## config.mk

```make
export PLATFORM = sky130hd
export DESIGN_NAME = serial_byte_collector
export DESIGN_NICKNAME = d
export VERILOG_FILES = /design/src/rtl/serial_rx_pkg.sv /design/src/rtl/serial_byte_collector_fifo.sv /design/src/rtl/serial_byte_collector.sv
export SDC_FILE = /design/constraint.sdc
export NUM_CORES = 1
export LEC_CHECK = 0
export ABC_AREA = 1
export CORE_AREA = 2 2 77 57
export DETAILED_ROUTE_END_ITERATION = 16
export DIE_AREA = 0 0 79 59
export HOLD_SLACK_MARGIN = 0.1
export PLACE_DENSITY_LB_ADDON = 0.12
export SLEW_MARGIN = 20
export SYNTH_ARGS = -nofsm -noshare
export SYNTH_HDL_FRONTEND = slang
export SYNTH_SLANG_ARGS = --single-unit
```

## constraint.sdc

```tcl
create_clock -name clock -period 4.23 [get_ports clock]
set_input_delay 0.846 -clock clock [delete_from_list [all_inputs] [get_ports clock]]
set_output_delay 0.846 -clock clock [all_outputs]
set_load 0.05 [all_outputs]
```

## src/rtl/serial_rx_pkg.sv

```systemverilog
// Shared widths, reference patterns and byte type for the serial byte collector.
package serial_rx_pkg;
    localparam int          BYTE_W = 8;
    localparam logic [7:0]  PAT_A  = 8'hCC;
    localparam logic [7:0]  PAT_B  = 8'hAA;

    typedef logic [BYTE_W-1:0] byte_t;
endpackage

```

## src/rtl/serial_byte_collector_fifo.sv

```systemverilog
// byte_fifo: power-of-two byte FIFO; a push when full is accepted only alongside a pop.
module byte_fifo
    import serial_rx_pkg::*;
#(
    parameter int DEPTH = 4
) (
    input  logic                   clock,
    input  logic                   clear,
    input  logic                   push,
    input  logic                   pop,
    input  byte_t                  wdata,
    output byte_t                  rdata,
    output logic [$clog2(DEPTH):0] count
);
    localparam int              AW       = $clog2(DEPTH);
    localparam logic [AW:0]     FULL_CNT = (AW+1)'(DEPTH);

    byte_t          mem [DEPTH];
    logic [AW-1:0]  wr_ptr;
    logic [AW-1:0]  rd_ptr;
    logic           empty;
    logic           full;
    logic           do_push;
    logic           do_pop;

    assign empty   = (count == '0);
    assign full    = (count == FULL_CNT);
    assign do_pop  = pop && !empty;
    // A full FIFO still takes a push when the head leaves on the same edge.
    assign do_push = push && (!full || do_pop);
    assign rdata   = empty ? '0 : mem[rd_ptr];

    always_ff @(posedge clock) begin
        if (clear) begin
            wr_ptr <= '0;
            rd_ptr <= '0;
            count  <= '0;
        end else begin
            if (do_push) begin
                mem[wr_ptr] <= wdata;
                wr_ptr      <= wr_ptr + 1'b1;
            end
            if (do_pop)
                rd_ptr <= rd_ptr + 1'b1;
            case ({do_push, do_pop})
                2'b10:   count <= count + 1'b1;
                2'b01:   count <= count - 1'b1;
                default: count <= count;
            endcase
        end
    end
endmodule

```

## src/rtl/serial_byte_collector.sv

```systemverilog
// Collects LSB-first serial bits into bytes and queues them in byte_fifo.
// Optional checker enabled by SERIAL_BYTE_COLLECTOR_PATTERN_CHECK_EN.
module serial_byte_collector
    import serial_rx_pkg::*;
#(
    parameter int DEPTH = 4
) (
    input  logic                   clock,
    input  logic                   clear,
    input  logic                   in_en,
    input  logic                   in_bit,
    output logic                   out_valid,
    input  logic                   out_ready,
    output logic [7:0]             out_data,
    output logic [$clog2(DEPTH):0] count,
    output logic                   overflow,
    output logic                   err
);
    localparam logic [$clog2(DEPTH):0] FULL_CNT = ($clog2(DEPTH)+1)'(DEPTH);

    logic [2:0] bit_cnt;
    logic [6:0] shreg;
    logic       byte_done;
    logic       pop;
    byte_t      new_byte;
    byte_t      head;

    assign byte_done = in_en && (bit_cnt == 3'd7);
    assign new_byte  = {in_bit, shreg};
    assign out_valid = (count != '0);
    assign pop       = out_valid && out_ready;
    assign out_data  = head;

    always_ff @(posedge clock) begin
        if (clear) begin
            bit_cnt  <= '0;
            shreg    <= '0;
            overflow <= 1'b0;
        end else begin
            if (in_en) begin
                for (int unsigned i = 0; i < 7; i++)
                    if (bit_cnt == 3'(i))
                        shreg[i] <= in_bit;
                bit_cnt <= bit_cnt + 1'b1;
            end
            if (byte_done && (count == FULL_CNT) && !pop)
                overflow <= 1'b1;
        end
    end

    byte_fifo #(.DEPTH(DEPTH)) u_fifo (
        .clock (clock),
        .clear (clear),
        .push  (byte_done),
        .pop   (pop),
        .wdata (new_byte),
        .rdata (head),
        .count (count)
    );

`ifdef SERIAL_BYTE_COLLECTOR_PATTERN_CHECK_EN
    // Expected pattern alternates on every completed byte, dropped or not.
    logic expect_b;

    always_ff @(posedge clock) begin
        if (clear) begin
            expect_b <= 1'b0;
            err      <= 1'b0;
        end else if (byte_done) begin
            expect_b <= ~expect_b;
            if (new_byte != (expect_b ? PAT_B : PAT_A))
                err <= 1'b1;
        end
    end
`else
    assign err = 1'b0;
`endif
endmodule
```

# [Word-level counts from Yosys, hierarchy flattened]
# Memory sizes are Yosys's and may differ from the RTL's. A register that Yosys moved wholly into a read port is not among the register bits.
# Index checks and enable logic that the tools add are counted.
# Widths: inputs -> output; s select.
[word_totals] output_inout_bits=14 n_memories=1 ram_bits=32 latch_bits=0 ff_bits=18 romBits=0 in_bits=5
[classes] n_bitwise=0 shift=0 n_reduce_logical=21 order_cmp=0 n_mux=7 add_sub_neg=5 div=0 n_eq_ne=10 mul=0
[memory_table] name="u_fifo.mem" depth=4 word_bits=8 read_ports=1 rd_ports_with_merged_regs=1 wr=1 line="serial_byte_collector_fifo.sv:18" rtl="byte_t mem [DEPTH];"
[op_table] op="$eq 3x3->1 const B" count=5
[op_table] op="$reduce_and 2->1" count=7
[op_table] op="$mux 8" count=1
[op_table] op="$add 3x1->3 const B" count=2
[op_table] op="$eq 3x2->1 const B" count=2
[op_table] op="$logic_and 1x1->1" count=6
[op_table] op="$logic_not 3->1" count=2
[op_table] op="$pmux 3 s2" count=1
[op_table] op="$add 2x1->2 const B" count=2
[op_table] op="$mux 2" count=2
[op_table] op="$eq 3x1->1 const B" count=1
[op_table] op="$logic_not 1->1" count=3
[op_table] op="$mux 1" count=3
[op_table] op="$reduce_bool 3->1" count=1
[op_table] op="$sub 3x1->3 const B" count=1
[op_table] op="$eq 2x1->1 const B" count=1
[op_table] op="$eq 2x2->1 const B" count=1
[op_table] op="$reduce_bool 2->1" count=1
[op_table] op="$logic_or 1x1->1" count=1

# [Logic depth before layout (Yosys ltp)]
# Gate-level depths: netlist of run 1.
[logic_depth] ltp_word=8 ltp_mapped=14

# [By module]
# A second synthesis of run 1 with hierarchy kept.
[hier_totals] cells_unflattened=233 hier_area_um2=2302.2
[modules_own_cells] mod="byte_fifo" area_each_um2=1732.9 cells_per_inst=162 n_inst=1
[modules_own_cells] mod="serial_byte_collector" area_each_um2=569.3 cells_per_inst=71 n_inst=1

# [Worst setup path before layout of run 1]
# OpenSTA, ideal clock, no wires.
[synth_timing] kind="flip-flop to output port" from="register u_fifo.count[2]" to="output port out_data[0]" path_buffers=0 arrival_ns=2.069 stages_incl_launch_ff=5 path_slack_ns=1.315 required_time_ns=3.384 path_cell_list="dfxtp_1 > inv_1 > nand2_2 > inv_1 > a21oi_1"
[synth_via] elab_chain_len=2
[synth_lines] item="from (decl)" line="serial_byte_collector_fifo.sv:13" rtl="output logic [$clog2(DEPTH):0] count"
[synth_lines] item="from (signal assigned)" line="serial_byte_collector_fifo.sv:46" rtl="2'b10: count <= count + 1'b1;"
[synth_lines] item="from (signal assigned)" line="serial_byte_collector_fifo.sv:47" rtl="2'b01: count <= count - 1'b1;"
[synth_lines] item="from (signal assigned)" line="serial_byte_collector_fifo.sv:48" rtl="default: count <= count;"
[synth_lines] item="$logic_not 3->1" line="serial_byte_collector_fifo.sv:26" rtl="assign empty = (count == '0);"
[synth_lines] item="$mux 8" line="serial_byte_collector_fifo.sv:31" rtl="assign rdata = empty ? '0 : mem[rd_ptr];"
[synth_lines] item="to (decl)" line="serial_byte_collector.sv:14" rtl="output logic [7:0] out_data,"
# Every way passes these cells.

==> results of run 1 <==
final cells by class:
type                            instances  area, um2
Clock inverter                          1       30.0
Multi-Input combinational cell        140        769
Timing Repair Buffer                   17        170
Tap cell                               52       65.1
Clock buffer                            7       76.3
Sequential cell                        52       1360
Fill cell                             323       1250
Inverter                               33        124
Yosys cell counts (all sizes together):
cell type	number
a21oi	24
fa	1
ha	11
edfxtp	32
nand4	1
buf	7
nor2	44
inv	33
o21ai	27
nand2	17
dfxtp	20
conb	1
nand3	14
final timing paths:
kind              startpoint          endpoint  slack, ps  cells past startpoint
setup / recovery   flip-flop       out_data[2]        880                      4
hold / removal      overflow          overflow        470                      2
setup reg to reg  bit_cnt[1]  u_fifo.mem[2][0]       2150                      6
hold reg to reg     overflow          overflow        470                      2
where the power goes:
part | switching, mW | total [mW] | internal (mW)
sequential | 0.0283 | 0.578 | 0.550
combinational | 0.187 | 0.272 | 0.0845
clock | 0.147 | 0.324 | 0.177
state kept, by name, summed over array words and instances (netlist names), named ones only:
signal         cells
overflow           1
u_fifo.count       3
u_fifo.wr_ptr      2
u_fifo.mem        32
shreg              7
u_fifo.rd_ptr      2
bit_cnt            3
per-layer routing:
metal	vias up	wire, um	track usage (%)
li1	795	-	-
met1	659	2030	27.7
met2	25	1700	29.3
met3	5	175	4.57
met4	0	50	8.37
met5	-	0	0
kinds of logic (layout without fill, tap and decap cells):
family,Yosys count,in the layout
adder cells (fa/ha/maj),12,12
AO/OA/AOI/OAI,51,51
buffers and inverters,40,58
flip-flops,52,52
other,1,1
AND/OR/NAND/NOR,76,76
worst max-delay path: cells and delay by family (launching register included):
family	cells	cell delay (ps)
DFF	1	840
AOI/OAI and AO/OA	2	350
buffers and inverters	2	1010
per-stage QoR:
| step | instances | instance area [um2] |
|---|---|---|
| finish | 302 | 2600 |
| global route | 302 | 2600 |
| CTS | 302 | 2600 |
| detailed placement | 294 | 2490 |
| global placement | 294 | 2490 |
| floorplan | 232 | 2320 |
cells in the final DEF (no fill, tap or decap):
cell type        netlist  routed
edfxtp_1              32      32
inv_1                 30      30
nor2_1                30      30
a21oi_1               24      24
dfxtp_1               20      20
clkdlybuf4s50_1        0      17
nand2_1               16      16
o21ai_1               16      16
nor2_2                13      13
nand3_1               13      13
o21ai_0               11      11
ha_1                  11      11
clkbuf_8               0       5
inv_2                  3       3
clkbuf_1               0       2
nor2_4                 1       1
nand2_2                1       1
nand3_2                1       1
nand4_1                1       1
fa_1                   1       1
conb_1                 1       1
bufinv_16              0       1
==> results.yml, run 1 <==
die:
  die_area_um2: 4660
  coreArea_um2: 3850
  rows: 19
  die_h_um: 59
  die_w_um: 79
  ios: 19
  initial_core_util_pct: 60.3
clocking:
  clock_latency_ps: 300
  ctsResizeCount: 0
  clkTransAtPathRegs_ps: 80
  cts_tree: "done"
  clock_path_buffers: 2
  cts-htree-levels: 2
  cts_made_buffers: 5
  postCtsHoldBufs: 0
  cts_sinks: 52
  postCtsSetupBuffers: 0
  cts-root-buf: "clkbuf_8"
route:
  drt-initial-drc-count: 166
  final_antenna_net_count: 0
  wl_per_cell_um: 13.1
  vias: 1484
  routed_wl_um: 3960
  drc_errors: 0
  viasPerCell: 4.91
  first_pass_iters: 4
critical_path:
  worst_setup_path_end_kind: "output port"
  critPathKind: "reg -> out"
  cp_slowest_stage_delay_ps: 840
  crit_chain: "inv_2 > o21ai_0 > a21oi_1 > clkdlybuf4s50_1"
  cp.arrival_ps: 2510
  cp-start-kind: "flip-flop"
  crit_required_ps: 3380
  crit_path_max_fanout: 17
  cp_slowest_cell: "dfxtp_1"
sta:
  tns_ps: 0
  period_needed_ps: 3350
  finalHoldViolations: 0
  relSlewSlack_pct: 47.2
  timing.fmax_ghz: 0.298
  whs_ps: 469
  setup_viol: 0
  period_share_pct: 79.2
  drv_slew: 0
  fin_ws_ps: 878
  tightest_slew_ps: 790
  fin_skew_ps: 8.19
  rsz0062_at_grt: "no"
run_status:
  outcome: "finished clean"
hold_path:
  hold_path_class: "reg -> reg"
yosys:
  netlist_instances: 232
  synth-simple-area-share_pct: 15.2
  syn_area_um2: 2320
  synth_warnings: 0
  yosys.area_share.xor_xnor_pct: 0
  synth.largest_area_cell: "edfxtp_1"
  synth.avg_cell_area_um2: 10.0
  ys_seq_elements: 52
  synth_top_family_by_area: "simple AND/OR/NAND/NOR gates"
  synth_top_area_share_pct: 41.4
  ys_seq_area_share_pct: 58.6
  synthMuxAreaShare_pct: 0
  synth_compound_area_share_pct: 11.0
  yosysUniqueCellTypes: 22
  synthAdderAreaFrac_pct: 6.79
  synth_fp_nets: 249
  synthTopCellsByArea: "edfxtp_1 (41%), dfxtp_1 (17%), ha_1 (5.9%), a21oi_1 (5.2%), inv_1 (4.8%)"
grt:
  antenna_found_initial: 0
  grt_max_degree: 18
  track_usage_pct: 19.5
  gr-total-overflow: 0
  first_global_vias: 1433
  grt_pass1_wl_um: 6680
layout:
  final_core_util_pct: 67.4
  fin_nets: 266
  diodes: 0
  drive_gt1_share_pct: 10.0
  area_delta_synth_final_pct: 11.8
pwr:
  p_leak_nw: 0.947
  p_total_mw: 1.17
  powerDensity_nw_per_um2: 452
  ir_worst_vdd_mv: 0.204
placed_design:
  place_ws_ps: 1210
  hpwl_um: 2700
  numPortBuffers: 17
  gp_congestion: 0.809
run:
  cap_violations: 0
Power figures use the tool's default switching activity.
==> run 2, diff against run 1 <==
--- a/config.mk
+++ b/config.mk
@@ -6,9 +6,9 @@
 export NUM_CORES = 1
 export LEC_CHECK = 0
 export ABC_AREA = 1
-export CORE_AREA = 2 2 77 57
+export CORE_AREA = 2 2 80 59
 export DETAILED_ROUTE_END_ITERATION = 16
-export DIE_AREA = 0 0 79 59
+export DIE_AREA = 0 0 82 61
 export HOLD_SLACK_MARGIN = 0.1
 export PLACE_DENSITY_LB_ADDON = 0.12
 export SLEW_MARGIN = 20
==> constraint.sdc (replaced) <==
create_clock -name clock -period 3.45 [get_ports clock]
set_input_delay 0.69 -clock clock [delete_from_list [all_inputs] [get_ports clock]]
set_output_delay 0.69 -clock clock [all_outputs]
set_load 0.05 [all_outputs]
==> results.yml, run 2 (synthesis gave the netlist of run 1 again) <==
run_status:
  outcome: "finished clean"
hold_path:
  hold_path_class: "reg -> reg"
layout:
  fin_nets: 272
  final_core_util_pct: 62.4
  fillCellCount: 354
  drive_gt1_share_pct: 12.1
  final_cell_mix: "edfxtp_1 (32), inv_1 (30), nor2_1 (30)"
  multi_input_area_um2: 769
  layout_commonest_cell: "edfxtp_1"
  seq_area_um2: 1360
  largest_register_ff_count: 32
  diodes: 0
  area_delta_synth_final_pct: 13.0
  largest-register: "u_fifo.mem"
  top_regs: "u_fifo.mem x32, shreg x7"
grt:
  grt_max_degree: 17
  track_usage_pct: 17.9
  first_global_vias: 1389
  grt_pass1_wl_um: 6440
  gr-total-overflow: 0
  antenna_found_initial: 0
die:
  die_h_um: 61
  die_w_um: 82
  initial_core_util_pct: 55.2
  die_area_um2: 5000
  rows: 20
  ios: 19
  coreArea_um2: 4200
route:
  drt-initial-drc-count: 58
  wl_per_cell_um: 12.9
  vias: 1532
  drc_errors: 0
  final_antenna_net_count: 0
  routed_wl_um: 4000
  first_pass_iters: 4
  viasPerCell: 4.93
clocking:
  clock_path_buffers: 2
  cts_sinks: 52
  cts-root-buf: "clkbuf_8"
  cts-htree-levels: 2
  postCtsHoldBufs: 0
  ctsResizeCount: 0
  clock_latency_ps: 300
  postCtsSetupBuffers: 0
  cts_tree: "done"
  cts_made_buffers: 5
  clkTransAtPathRegs_ps: 80
placed_design:
  numPortBuffers: 17
  place_ws_ps: 798
  hpwl_um: 2850
  gp_congestion: 0.735
pwr:
  p_leak_nw: 0.969
  switching_share_pct: 32.5
  pwr-share-comb_pct: 25.1
  p_int_mw: 0.923
  ir_worst_vdd_mv: 0.276
  pwr-share-seq_pct: 51.2
  power_switching_mw: 0.443
  powerDensity_nw_per_um2: 521
  p_clk_share_pct: 23.7
sta:
  tightest_slew_ps: 504
  fin_ws_ps: 482
  period_share_pct: 86.0
  timing.fmax_ghz: 0.337
  drv_slew: 0
  setup_viol: 0
  fin_skew_ps: 6.95
  relSlewSlack_pct: 66.3
  finalHoldViolations: 0
  rsz0062_at_grt: "no"
  tns_ps: 0
  period_needed_ps: 2970
critical_path:
  crit_path_max_fanout: 10
  critPathKind: "reg -> out"
  crit_required_ps: 2760
  cp.arrival_ps: 2280
  worst_setup_path_end_kind: "output port"
  cp-start-kind: "flip-flop"
  reg2reg_slack_ps: 1440
run:
  cap_violations: 0
-- run 2: cell types whose count changed in the layout (fill, tap and decap cells not counted), sizes merged --
cell,before,now
bufinv,1,0
buf,0,6
clkbuf,7,6
clkinv,0,2
-- run 2: metal layers --
metal | track usage, % | up-vias | part of all wire [%]
li1 | - | 805 | -
met1 | 25.4 | 697 | 53
met2 | 27.8 | 25 | 42
met3 | 4.46 | 5 | 3.9
met4 | 5.00 | 0 | 0.85
met5 | 0 | - | 0
-- run 2: final timing paths --
path                            startpoint               to  cells past startpoint
worst min register to register    overflow         overflow                      2
worst max-delay path             flip-flop      out_data[2]                      6
worst max register to register  bit_cnt[0]  u_fifo.count[2]                     14
worst min-delay path              overflow         overflow                      2
-- run 2: stage by stage --
step                      instances  total power, mW  area (um2)  hold WS [ps]
after floorplan                 232            0.971        2320           451
after global placement          303             1.06        2540           439
after detailed placement        303             1.06        2540           450
after CTS                       311             1.38        2620           463
after global routing            311             1.44        2620           479
final                           311             1.37        2620           461
-- run 2: power by group through the flow --
stage | registers (mW) | clock network, mW | logic, mW
6_report | 0.699 | 0.323 | 0.343
4_1_cts | 0.700 | 0.334 | 0.345
3_3_place_gp | 0.713 | 0 | 0.344
3_5_place_dp | 0.714 | 0 | 0.346
5_1_grt | 0.704 | 0.361 | 0.372
2_1_floorplan | 0.722 | 0 | 0.249
-- run 2: cell type report --
| type | count | share of cell area, % |
|---|---|---|
| clock buffer | 6 | 2.77 |
| clock inverter | 2 | 0.477 |
| inverter | 33 | 4.72 |
| multi-input combinational | 140 | 29.3 |
| sequential | 52 | 51.9 |
| tap | 55 | 2.62 |
| timing repair buffer | 23 | 8.20 |
-- run 2: critical path, stage by stage (launching register included) --
cell and delay, ps:
dfxtp_1 520, buf_4 260, nor2_1 60, nor2_1 90
o21ai_0 90, a21oi_1 140, clkdlybuf4s50_1 810
==> run 3, diff against run 2 <==
--- a/config.mk
+++ b/config.mk
@@ -6,12 +6,13 @@
 export NUM_CORES = 1
 export LEC_CHECK = 0
 export ABC_AREA = 1
-export CORE_AREA = 2 2 80 59
+export CORE_AREA = 2 2 52 90
 export DETAILED_ROUTE_END_ITERATION = 16
-export DIE_AREA = 0 0 82 61
+export DIE_AREA = 0 0 54 92
 export HOLD_SLACK_MARGIN = 0.1
 export PLACE_DENSITY_LB_ADDON = 0.12
 export SLEW_MARGIN = 20
 export SYNTH_ARGS = -nofsm -noshare
 export SYNTH_HDL_FRONTEND = slang
+export SYNTH_HIERARCHICAL = 1
 export SYNTH_SLANG_ARGS = --single-unit
==> results.yml, run 3 <==
route:
  vias: 1615
  routed_wl_um: 4230
  first_pass_iters: 4
  viasPerCell: 5.28
  drt-initial-drc-count: 36
  final_antenna_net_count: 0
  wl_per_cell_um: 13.8
  drc_errors: 0
sta:
  timing.fmax_ghz: 0.333
  tightest_slew_ps: 645
  rsz0062_at_grt: "no"
  relSlewSlack_pct: 56.9
  drv_slew: 0
  tns_ps: 0
  period_share_pct: 87.0
  fin_ws_ps: 450
  fin_skew_ps: 5.69
  whs_ps: 465
  finalHoldViolations: 0
  setup_viol: 0
  period_needed_ps: 3000
critical_path:
  worst_setup_path_end_kind: "output port"
  critPathKind: "reg -> out"
  rr_startpoint: "u_fifo/count[1]"
  rr_endpoint: "u_fifo/mem[2][7]"
  reg2regPathDepth: 5
  cp-start-kind: "flip-flop"
  crit_required_ps: 2760
  crit_path_max_fanout: 17
  cp.arrival_ps: 2310
  reg2reg_slack_ps: 1210
die:
  coreArea_um2: 4320
  die_h_um: 92
  initial_core_util_pct: 53.2
  rows: 32
  die_w_um: 54
  die_area_um2: 4970
  ios: 19
hold_path:
  hold_path_class: "reg -> reg"
  worstHoldStart: "overflow"
  hold_end: "overflow"
  whs_path_depth: 2
grt:
  grt_pass1_wl_um: 6800
  track_usage_pct: 19.0
  gr-total-overflow: 0
  first_global_vias: 1545
  grt_max_degree: 20
  antenna_found_initial: 0
pwr:
  power_switching_mw: 0.231
  ir_worst_vdd_mv: 0.310
  pwr-share-comb_pct: 3.9
  p_clk_share_pct: 40.4
  pwr-share-seq_pct: 55.7
  p_leak_nw: 0.979
  powerDensity_nw_per_um2: 452
  p_int_mw: 0.968
  switching_share_pct: 19.3
  p_total_mw: 1.20
layout:
  drive_gt1_share_pct: 9.80
  area_delta_synth_final_pct: 15.3
  top_regs: "u_fifo/mem x32, shreg x7"
  fin_area_um2: 2650
  largest-register: "u_fifo/mem"
  diodes: 0
  final_cell_mix: "nor2_1 (50), edfxtp_1 (32), inv_1 (20), a21oi_1 (20), dfxtp_1 (20)"
  layout_commonest_cell: "nor2_1"
  fin_nets: 270
  largest_register_ff_count: 32
yosys:
  ys_seq_area_share_pct: 59.1
  synth_top_area_share_pct: 41.7
  ys_seq_elements: 52
  synthTopCellsByCount: "nor2_1 (50), edfxtp_1 (32), a21oi_1 (20), dfxtp_1 (20), inv_1 (20)"
  ys.flop_type: "edfxtp_1"
  synth_edf_count: 32
  yosysMostFrequentCell: "nor2_1"
  synth.largest_area_cell: "edfxtp_1"
  synth_fp_nets: 249
  synth-async-reset-ratio_pct: 0
  yosysUniqueCellTypes: 28
  synthTopCellsByArea: "edfxtp_1 (42%), dfxtp_1 (17%), nor2_1 (8.2%), ha_1 (5.4%), a21oi_1 (4.3%)"
  netlist_instances: 233
  syn_area_um2: 2300
  synth.avg_cell_area_um2: 9.88
  synth_warnings: 6
clocking:
  cts-root-buf: "clkbuf_8"
  clock_latency_ps: 300
  clkTransAtPathRegs_ps: 90
  postCtsSetupBuffers: 0
  postCtsHoldBufs: 0
  cts-htree-levels: 2
  clock_path_buffers: 2
  ctsResizeCount: 0
  cts_made_buffers: 5
  cts_sinks: 52
  cts_tree: "done"
placed_design:
  gp_congestion: 0.729
  hpwl_um: 2960
  place_area_um2: 2520
  place_ws_ps: 526
  numPortBuffers: 17
run_status:
  outcome: "finished clean"
run:
  cap_violations: 0
[run 3: cell type report]
type | instances | area (um2)
well taps | 51 | 63.8
fillers | 385 | 1670
clock buffers | 6 | 72.6
clock inverters | 2 | 60.1
repair buffers | 23 | 215
multi-input cells | 148 | 791
flip-flops and latches | 52 | 1360
inverters | 24 | 90.1
[run 3: power by group through the flow]
stage	Clock [mW]	Sequential (mW)	Combinational [mW]
floorplan	0	0.679	0.0357
global placement	0	0.682	0.0460
detailed placement	0	0.683	0.0465
CTS	0.497	0.668	0.0468
global route	0.518	0.669	0.0528
finish	0.484	0.668	0.0466
[run 3: kinds of logic (layout without fill, tap and decap cells)]
logic type | count (synthesis) | in the layout | synth area share [%]
AND/OR/NAND/NOR | 92 | 92 | 17.6
buffers and inverters | 33 | 55 | 6.52
XOR/XNOR | 1 | 1 | 0.381
flip-flops | 52 | 52 | 59.1
adder cells (fa/ha/maj) | 11 | 11 | 6.30
other | 1 | 1 | 0.163
AO/OA/AOI/OAI | 43 | 43 | 9.89
[run 3: metal layers]
metal / vias to the layer above / GRT usage [%] / wire length (um)
met5: - / 0 / 0
met4: 0 / 6.88 / 47
met3: 4 / 3.91 / 98
met2: 23 / 35.7 / 2390
met1: 772 / 19.1 / 1690
li1: 816 / - / -
[run 3: worst max path at each step]
stage	from	end	slack (ps)	depth (start not counted)
final	flip-flop	out_data[0]	450	4
after floorplan	u_fifo/count[2]	out_data[0]	970	4
after global placement	out_ready	u_fifo/mem[2][7]	610	5
after CTS	flip-flop	out_data[7]	450	5
after detailed placement	out_ready	u_fifo/mem[2][3]	530	5
after global routing	flip-flop	out_data[7]	250	5
[run 3: worst max-delay path, cell delays in order, from the launching register on]
cell and delay [ps]:
dfxtp_1 720, inv_2 250, o21ai_0 240, a21oi_1 90
clkdlybuf4s50_1 710
[run 3: per-stage QoR]
step	utilization, %	cells
final	61.4	306
after CTS	61.4	306
after global placement	58.3	298
after floorplan	-	233
after global routing	61.4	306
after detailed placement	58.3	298
